### src/rtl/rate_div_pkg.sv
// -----------------------------------------------------------------------------
// rate_div_pkg
// Shared constants for the rate divider bank.
//   CNT_W_DEF       default divisor/counter width
//   DEFAULT_DIV_DEF default divisor loaded into every channel at reset
//   CH_IDX_W        width of the configuration channel index
// Optional feature macro used by the bank: RATE_DIV_SYNC_EN.
// -----------------------------------------------------------------------------
package rate_div_pkg;

   localparam int unsigned CNT_W_DEF       = 27;
   localparam int unsigned DEFAULT_DIV_DEF = 833332;
   localparam int unsigned CH_IDX_W        = 4;
   localparam int unsigned MAX_CH          = 1 << CH_IDX_W;

   // True when a configuration write addressed to ch_idx targets channel ch.
   function automatic logic cfg_hit(input logic [CH_IDX_W-1:0] ch_idx,
                                    input int unsigned         ch);
      return ch_idx == CH_IDX_W'(ch);
   endfunction

endpackage

### src/rtl/rate_div_bank_if.sv
// -----------------------------------------------------------------------------
// rate_div_bank_if
// Groups the run enables, the divisor write port and the divider outputs.
//   en      [NUM_CH]   per-channel run enable (level)
//   cfg_we             divisor write strobe (one cycle)
//   cfg_ch  [CH_IDX_W] channel index for the write
//   cfg_div [CNT_W]    new divisor value
//   tick    [NUM_CH]   one-cycle pulse per channel period
//   level   [NUM_CH]   square wave, toggles on every tick
// Modports: master drives enables/config, slave (the bank) drives outputs.
// -----------------------------------------------------------------------------
interface rate_div_bank_if
   import rate_div_pkg::*;
#(
   parameter int unsigned NUM_CH = 4,
   parameter int unsigned CNT_W  = CNT_W_DEF
);

   logic [NUM_CH-1:0]   en;
   logic                cfg_we;
   logic [CH_IDX_W-1:0] cfg_ch;
   logic [CNT_W-1:0]    cfg_div;
   logic [NUM_CH-1:0]   tick;
   logic [NUM_CH-1:0]   level;

   modport master (
      output en,
      output cfg_we,
      output cfg_ch,
      output cfg_div,
      input  tick,
      input  level
   );

   modport slave (
      input  en,
      input  cfg_we,
      input  cfg_ch,
      input  cfg_div,
      output tick,
      output level
   );

endinterface

### src/rtl/rate_div_chan.sv
// -----------------------------------------------------------------------------
// rate_div_chan
// One divider channel: divisor register, down-counter, tick pulse and level.
// The counter runs only while en is high; on reaching zero it reloads the
// divisor, emits a one-cycle tick and toggles level, so the tick period is
// div+1 enabled cycles. A divisor write loads both divisor and counter and
// takes priority over a coinciding terminal count.
// Ports:
//   clk     clock, rising edge
//   reset   asynchronous active-high reset
//   sync    (RATE_DIV_SYNC_EN only) reload counter, clear tick and level
//   en      run enable
//   wr      divisor write strobe, already decoded for this channel
//   wr_div  divisor value to write
//   tick    registered one-cycle pulse at terminal count
//   level   registered square wave
// Optional feature macro: RATE_DIV_SYNC_EN.
// -----------------------------------------------------------------------------
module rate_div_chan
   import rate_div_pkg::*;
#(
   parameter int unsigned CNT_W       = CNT_W_DEF,
   parameter int unsigned DEFAULT_DIV = DEFAULT_DIV_DEF
) (
   input  logic             clk,
   input  logic             reset,
`ifdef RATE_DIV_SYNC_EN
   input  logic             sync,
`endif
   input  logic             en,
   input  logic             wr,
   input  logic [CNT_W-1:0] wr_div,
   output logic             tick,
   output logic             level
);

   localparam logic [CNT_W-1:0] RstDiv = CNT_W'(DEFAULT_DIV);

   logic [CNT_W-1:0] div_q, div_d;
   logic [CNT_W-1:0] cnt_q, cnt_d;
   logic             tick_q, tick_d;
   logic             level_q, level_d;

   always_comb begin
      div_d   = div_q;
      cnt_d   = cnt_q;
      tick_d  = 1'b0;
      level_d = level_q;

`ifdef RATE_DIV_SYNC_EN
      if (sync) begin
         // Realign: overrides enable and terminal count.
         cnt_d   = div_q;
         level_d = 1'b0;
      end else
`endif
      if (en && !wr) begin
         if (cnt_q == '0) begin
            cnt_d   = div_q;
            tick_d  = 1'b1;
            level_d = ~level_q;
         end else begin
            cnt_d = cnt_q - CNT_W'(1);
         end
      end

      // A write always lands, even alongside sync or terminal count.
      if (wr) begin
         div_d = wr_div;
         cnt_d = wr_div;
      end
   end

   always_ff @(posedge clk or posedge reset) begin
      if (reset) begin
         div_q   <= RstDiv;
         cnt_q   <= RstDiv;
         tick_q  <= 1'b0;
         level_q <= 1'b0;
      end else begin
         div_q   <= div_d;
         cnt_q   <= cnt_d;
         tick_q  <= tick_d;
         level_q <= level_d;
      end
   end

   assign tick  = tick_q;
   assign level = level_q;

endmodule

### src/rtl/rate_div_bank.sv
// -----------------------------------------------------------------------------
// rate_div_bank
// Bank of NUM_CH independent programmable rate dividers. Write decode for the
// divisor port lives here; each channel is a rate_div_chan instance. Writes
// with cfg_ch >= NUM_CH match no channel and are dropped.
// Parameters:
//   NUM_CH       number of channels (1..16)
//   CNT_W        divisor/counter width
//   DEFAULT_DIV  divisor loaded into every channel at reset
// Ports:
//   clk    clock, rising edge
//   reset  asynchronous active-high reset
//   sync   (RATE_DIV_SYNC_EN only) reload all counters, clear ticks and levels
//   bus    rate_div_bank_if.slave: en, cfg_we, cfg_ch, cfg_div in; tick, level out
// Optional feature macro: RATE_DIV_SYNC_EN adds the sync input.
// -----------------------------------------------------------------------------
module rate_div_bank
   import rate_div_pkg::*;
#(
   parameter int unsigned NUM_CH      = 4,
   parameter int unsigned CNT_W       = CNT_W_DEF,
   parameter int unsigned DEFAULT_DIV = DEFAULT_DIV_DEF
) (
   input  logic           clk,
   input  logic           reset,
`ifdef RATE_DIV_SYNC_EN
   input  logic           sync,
`endif
   rate_div_bank_if.slave bus
);

   logic [NUM_CH-1:0] wr_vec;
   logic [NUM_CH-1:0] tick_vec;
   logic [NUM_CH-1:0] level_vec;

   for (genvar c = 0; c < NUM_CH; c++) begin : g_chan
      assign wr_vec[c] = bus.cfg_we && cfg_hit(bus.cfg_ch, c);

      rate_div_chan #(
         .CNT_W       (CNT_W),
         .DEFAULT_DIV (DEFAULT_DIV)
      ) u_chan (
         .clk    (clk),
         .reset  (reset),
`ifdef RATE_DIV_SYNC_EN
         .sync   (sync),
`endif
         .en     (bus.en[c]),
         .wr     (wr_vec[c]),
         .wr_div (bus.cfg_div),
         .tick   (tick_vec[c]),
         .level  (level_vec[c])
      );
   end

   // Outputs come straight from the channel flops.
   assign bus.tick  = tick_vec;
   assign bus.level = level_vec;

endmodule

### src/flat_wrapper.sv
// flat-port wrapper written by rule: the top's interface ports become plain ports
module rate_div_bank_flat import rate_div_pkg::*;
#(
   parameter int unsigned NUM_CH      = 4,
   parameter int unsigned CNT_W       = CNT_W_DEF,
   parameter int unsigned DEFAULT_DIV = DEFAULT_DIV_DEF
)
  (clk, reset, bus_en, bus_cfg_we, bus_cfg_ch, bus_cfg_div, bus_tick, bus_level);
  rate_div_bank_if #(.NUM_CH(NUM_CH), .CNT_W(CNT_W)) bus_i ();
  input  logic clk;
  input  logic reset;
  input wire logic [$bits(bus_i.en)-1:0] bus_en;
  input wire logic [$bits(bus_i.cfg_we)-1:0] bus_cfg_we;
  input wire logic [$bits(bus_i.cfg_ch)-1:0] bus_cfg_ch;
  input wire logic [$bits(bus_i.cfg_div)-1:0] bus_cfg_div;
  output wire logic [$bits(bus_i.tick)-1:0] bus_tick;
  output wire logic [$bits(bus_i.level)-1:0] bus_level;
  assign bus_i.en = bus_en;
  assign bus_i.cfg_we = bus_cfg_we;
  assign bus_i.cfg_ch = bus_cfg_ch;
  assign bus_i.cfg_div = bus_cfg_div;
  assign bus_tick = bus_i.tick;
  assign bus_level = bus_i.level;
  rate_div_bank #(.NUM_CH(NUM_CH), .CNT_W(CNT_W), .DEFAULT_DIV(DEFAULT_DIV)) u_core (.clk(clk), .reset(reset), .bus(bus_i));
endmodule
### config.mk
export PLATFORM = sky130hd
export DESIGN_NAME = rate_div_bank_flat
export DESIGN_NICKNAME = d
export VERILOG_FILES = /design/src/rtl/rate_div_pkg.sv /design/src/rtl/rate_div_bank_if.sv /design/src/rtl/rate_div_chan.sv /design/src/rtl/rate_div_bank.sv /design/src/flat_wrapper.sv
export SDC_FILE = /design/constraint.sdc
export NUM_CORES = 1
export LEC_CHECK = 0
export ABC_AREA = 1
export CORE_ASPECT_RATIO = 1.25
export CORE_UTILIZATION = 57
export CTS_CLUSTER_SIZE = 24
export DETAILED_ROUTE_END_ITERATION = 7
export PLACE_DENSITY = 0.81
export SETUP_SLACK_MARGIN = 0.2
export SYNTH_ARGS = -nofsm -noshare
export SYNTH_HDL_FRONTEND = slang
export SYNTH_SLANG_ARGS = --single-unit
### constraint.sdc
create_clock -name clk -period 10 [get_ports clk]
set_input_delay 3 -clock clk [delete_from_list [all_inputs] [get_ports clk]]
set_output_delay 3 -clock clk [all_outputs]
set_load 0.05 [all_outputs]
==> results_dict.tcl <==
set metrics [dict create \
    setup_viol_count_final 0 \
    synth_edf_count 0 \
    irDropWorstVdd_v 0.0002128 \
    syn_avg_cell_area_um2 7.130 \
    cts.clk_slew.worst_paths_ns 0.06 \
    cts-root-to-sink-buffers 3 \
    syn-cell-area_mm2 0.01311 \
    row_count 61 \
    chipWidth_um 137.6 \
    rsz_0062_raised_after_global_routing "false" \
    p_leak_nw 7.097 \
    postRouteWirelength_um 35250 \
    fmax_mhz 180.0 \
    via_count_of_the_first_global_routing_pass 11510 \
    holdCritPathClass "register to register" \
    post-dp-hpwl_um 24070 \
    final_hold_viol_count 0 \
    totalNegativeSetupSlack_ns 0 \
    crit_path_class "input pin to register" \
    worst_path_fanout_max 38 \
    die-height_um 171.5 \
    tritoncts.num_buffers 24 \
    cp_data_required_time_ns 10.41 \
    grt_max_degree 99 \
    synth_seq_area_share_pct 43.61 \
    drc 0 \
    synth.distinct_cells 37 \
    final.setup_skew_ns 0.007221 \
    timing.critical_path.buf_inv 2 \
    synth_area_leader_cell "sky130_fd_sc_hd__dfrtp_1" \
    worst_ep_arrival_time_ns 5.96 \
    postSynthCellCount 1838 \
    final_stage_net_count 1909 \
    path_cells "clkdlybuf4s50_1, nor2_4, nand3_2, inv_2, or2_1, o21ai_0, nand3b_1" \
    synth_top_area_share_pct 25.97 \
    cap_violations 0 \
    num_antenna_cells 0 \
    critPathSlowestCell "sky130_fd_sc_hd__or2_1" \
    syn-num-nets 1884 \
    avgRoutedWirePerCell_um 16.29 \
    final_layout_worst_hold_slack_ns 0.4664 \
    globalplace.congestion 0.9596 \
    critical-path-max-stage-delay_ns 0.78 \
    drt.antenna.violating_nets 0 \
    result_of_the_run "completed" \
    area_delta_synth_final_pct 10.39 \
    tritoncts "yes" \
    ys_dominant_reg_cell "sky130_fd_sc_hd__dfrtp_1" \
    dr.pass1.iters 5 \
    grt_usage_pct 31.35 \
    detail_route.iter0.violations 927 \
    core_mm2 0.02244 \
    grt_overflow 0 \
    cellPowerDensity_mw_per_mm2 251.3 \
    critPathTopFamily "simple AND/OR/NAND/NOR gates" \
    design.portCount 46 \
    period_minus_slack_ns 5.555 \
    post_drt_via_cell_ratio 5.516 \
    max_slew_margin_pct 36.49 \
    clock_insertion_delay_worst_skew_ns 0.53 \
    multi_input_comb_area_mm2 0.006117 \
    antenna_found_initial 0 \
    layout-drive-gt1-share_pct 10.15 \
    num_vias 11940 \
    initial_util_pct 58.40 \
    cts.hold.buffers_added 0 \
    yosys_warnings 0 \
    fin_crit_sh_pct 55.55 \
    cts.repair.resized 0 \
    synth-seq-cells 224 \
    tritoncts_num_sinks 224 \
    worstSetupStartpointType "input pin" \
    synthTopCellsByArea "sky130_fd_sc_hd__dfrtp_1 26%, sky130_fd_sc_hd__nand2_1 18%, sky130_fd_sc_hd__dfstp_2 18%" \
    post-cts-setup-buffers 0 \
    worst_pin_slew_ns 0.9516 \
    htree_levels 1 \
    ctsRootBufferMaster "sky130_fd_sc_hd__clkbuf_16" \
    floorplan.die_area_mm2 0.02361 \
    drv_slew 0 \
    ff_latch_area_mm2 0.005715 \
    grt_first_pass_wirelength_um 57300 \
    nFillCells 2001 \
    worstSetupEndpointType "register" \
    port_buffer_count 45 \
    async_flop_share_pct 100.0 \
]
==> state kept, by name, indices dropped and copies added, names as in the netlist <==
register	cells
u_core.g_chan.u_chan.level	4
u_core.g_chan.u_chan.tick	4
u_core.g_chan.u_chan.cnt_q	108
u_core.g_chan.u_chan.div_q	108
==> power breakdown <==
group | switching (mW) | internal [mW] | leakage (nW)
logic | 0.818 | 0.431 | 4.06
registers | 0.217 | 1.24 | 2.64
clock network | 0.375 | 0.553 | 0.398
==> worst paths after layout <==
path                                                                  to  slack (ns)  cells after the start                                           from
setup / recovery            u_core.g_chan[1].u_chan.cnt_q[0]$_DFFE_PP0P_        4.45                      7                                  bus_cfg_ch[2]
hold / removal             u_core.g_chan[0].u_chan.div_q[13]$_DFFE_PP1P_        0.47                      2  u_core.g_chan[0].u_chan.div_q[13]$_DFFE_PP1P_
setup reg to reg            u_core.g_chan[1].u_chan.cnt_q[1]$_DFFE_PP0P_        7.81                     10   u_core.g_chan[1].u_chan.cnt_q[0]$_DFFE_PP0P_
hold reg to reg            u_core.g_chan[0].u_chan.div_q[13]$_DFFE_PP1P_        0.47                      2  u_core.g_chan[0].u_chan.div_q[13]$_DFFE_PP1P_
max in group asynchronous  u_core.g_chan[3].u_chan.div_q[14]$_DFFE_PP0P_        5.68                      3                                          reset
min in group asynchronous   u_core.g_chan[2].u_chan.div_q[3]$_DFFE_PP0P_        2.96                      2                                          reset
==> final cells by class <==
class | count | area share (%)
Clock buffer | 36 | 5.025
Clock inverter | 8 | 0.6746
Inverter | 254 | 6.686
Multi-Input combinational cell | 1309 | 42.29
Sequential cell | 224 | 39.51
Tap cell | 283 | 2.448
Timing Repair Buffer | 50 | 3.373
==> metal layers <==
layer	GRT usage (%)	vias to the layer above	share of wire, %
li1	-	5789	-
met1	40.15	5658	42
met2	50.40	392	46
met3	6.396	98	7.2
met4	15.00	0	5.0
met5	0	-	0
==> worst register-to-register path, cell delays in order (launching register included) <==
cell                       delay, ns
sky130_fd_sc_hd__dfrtp_1        0.36
sky130_fd_sc_hd__inv_1          0.12
sky130_fd_sc_hd__ha_1           0.17
sky130_fd_sc_hd__inv_1          0.05
sky130_fd_sc_hd__nor3_2         0.13
sky130_fd_sc_hd__nand2_1        0.08
sky130_fd_sc_hd__nor2_2         0.12
sky130_fd_sc_hd__nand3_2        0.19
sky130_fd_sc_hd__nor2_2         0.61
sky130_fd_sc_hd__nand2_1        0.16
sky130_fd_sc_hd__nand3b_1       0.12
==> cell usage in the layout, fill, tap and decap left out, drive strengths merged, types with 3 or more instances in the layout <==
master	instances
nand3	127
clkinv	4
dfrtp	136
clkdlybuf4s50	45
buf	5
dfstp	88
nand2	645
ha	8
nor3	6
nor2	195
nand4	19
xor2	48
clkinvlp	3
nand3b	41
clkbuf	36
inv	253
o21ai	164
o211ai	8
xnor2	3
a21oi	41
==> cell usage after synthesis, types with 5 or more instances <==
cell type,number
sky130_fd_sc_hd__inv_1,245
sky130_fd_sc_hd__nand2_1,637
sky130_fd_sc_hd__o211ai_1,8
sky130_fd_sc_hd__o21ai_0,161
sky130_fd_sc_hd__nor2_4,8
sky130_fd_sc_hd__nor3_1,5
sky130_fd_sc_hd__buf_6,7
sky130_fd_sc_hd__nand4_1,19
sky130_fd_sc_hd__dfrtp_1,136
sky130_fd_sc_hd__buf_4,12
sky130_fd_sc_hd__nand3b_1,41
sky130_fd_sc_hd__dfstp_2,88
sky130_fd_sc_hd__nand2_2,7
sky130_fd_sc_hd__a21oi_1,41
sky130_fd_sc_hd__buf_2,18
sky130_fd_sc_hd__xor2_1,48
sky130_fd_sc_hd__nor2_1,160
sky130_fd_sc_hd__nand3_1,123
sky130_fd_sc_hd__clkbuf_1,12
sky130_fd_sc_hd__ha_1,8
sky130_fd_sc_hd__nor2_2,25
sky130_fd_sc_hd__inv_2,6
==> stage by stage <==
step,util [%],instance area (um^2),setup slack (ns),std cells,total power [mW]
CTS,64.47,14470,4.534,2164,3.624
floorplan,-,13110,1.011,1838,2.381
finish,64.47,14470,4.445,2164,3.635
detailed placement,60.80,13640,3.976,2120,2.682
global placement,60.80,13640,4.074,2120,2.640
global route,64.47,14470,4.293,2164,3.894
==> cell families (layout without fill, tap and decap cells) <==
kind of cell / after synthesis / after routing / synth area share [%]
compound gates: 214 / 214 / 8.335
xor+xnor: 51 / 51 / 3.408
fa+ha+maj: 8 / 8 / 0.7638
buf+inv: 305 / 348 / 9.710
flops: 224 / 224 / 43.61
simple gates: 1036 / 1036 / 34.17
Power figures use the tool's default switching activity.
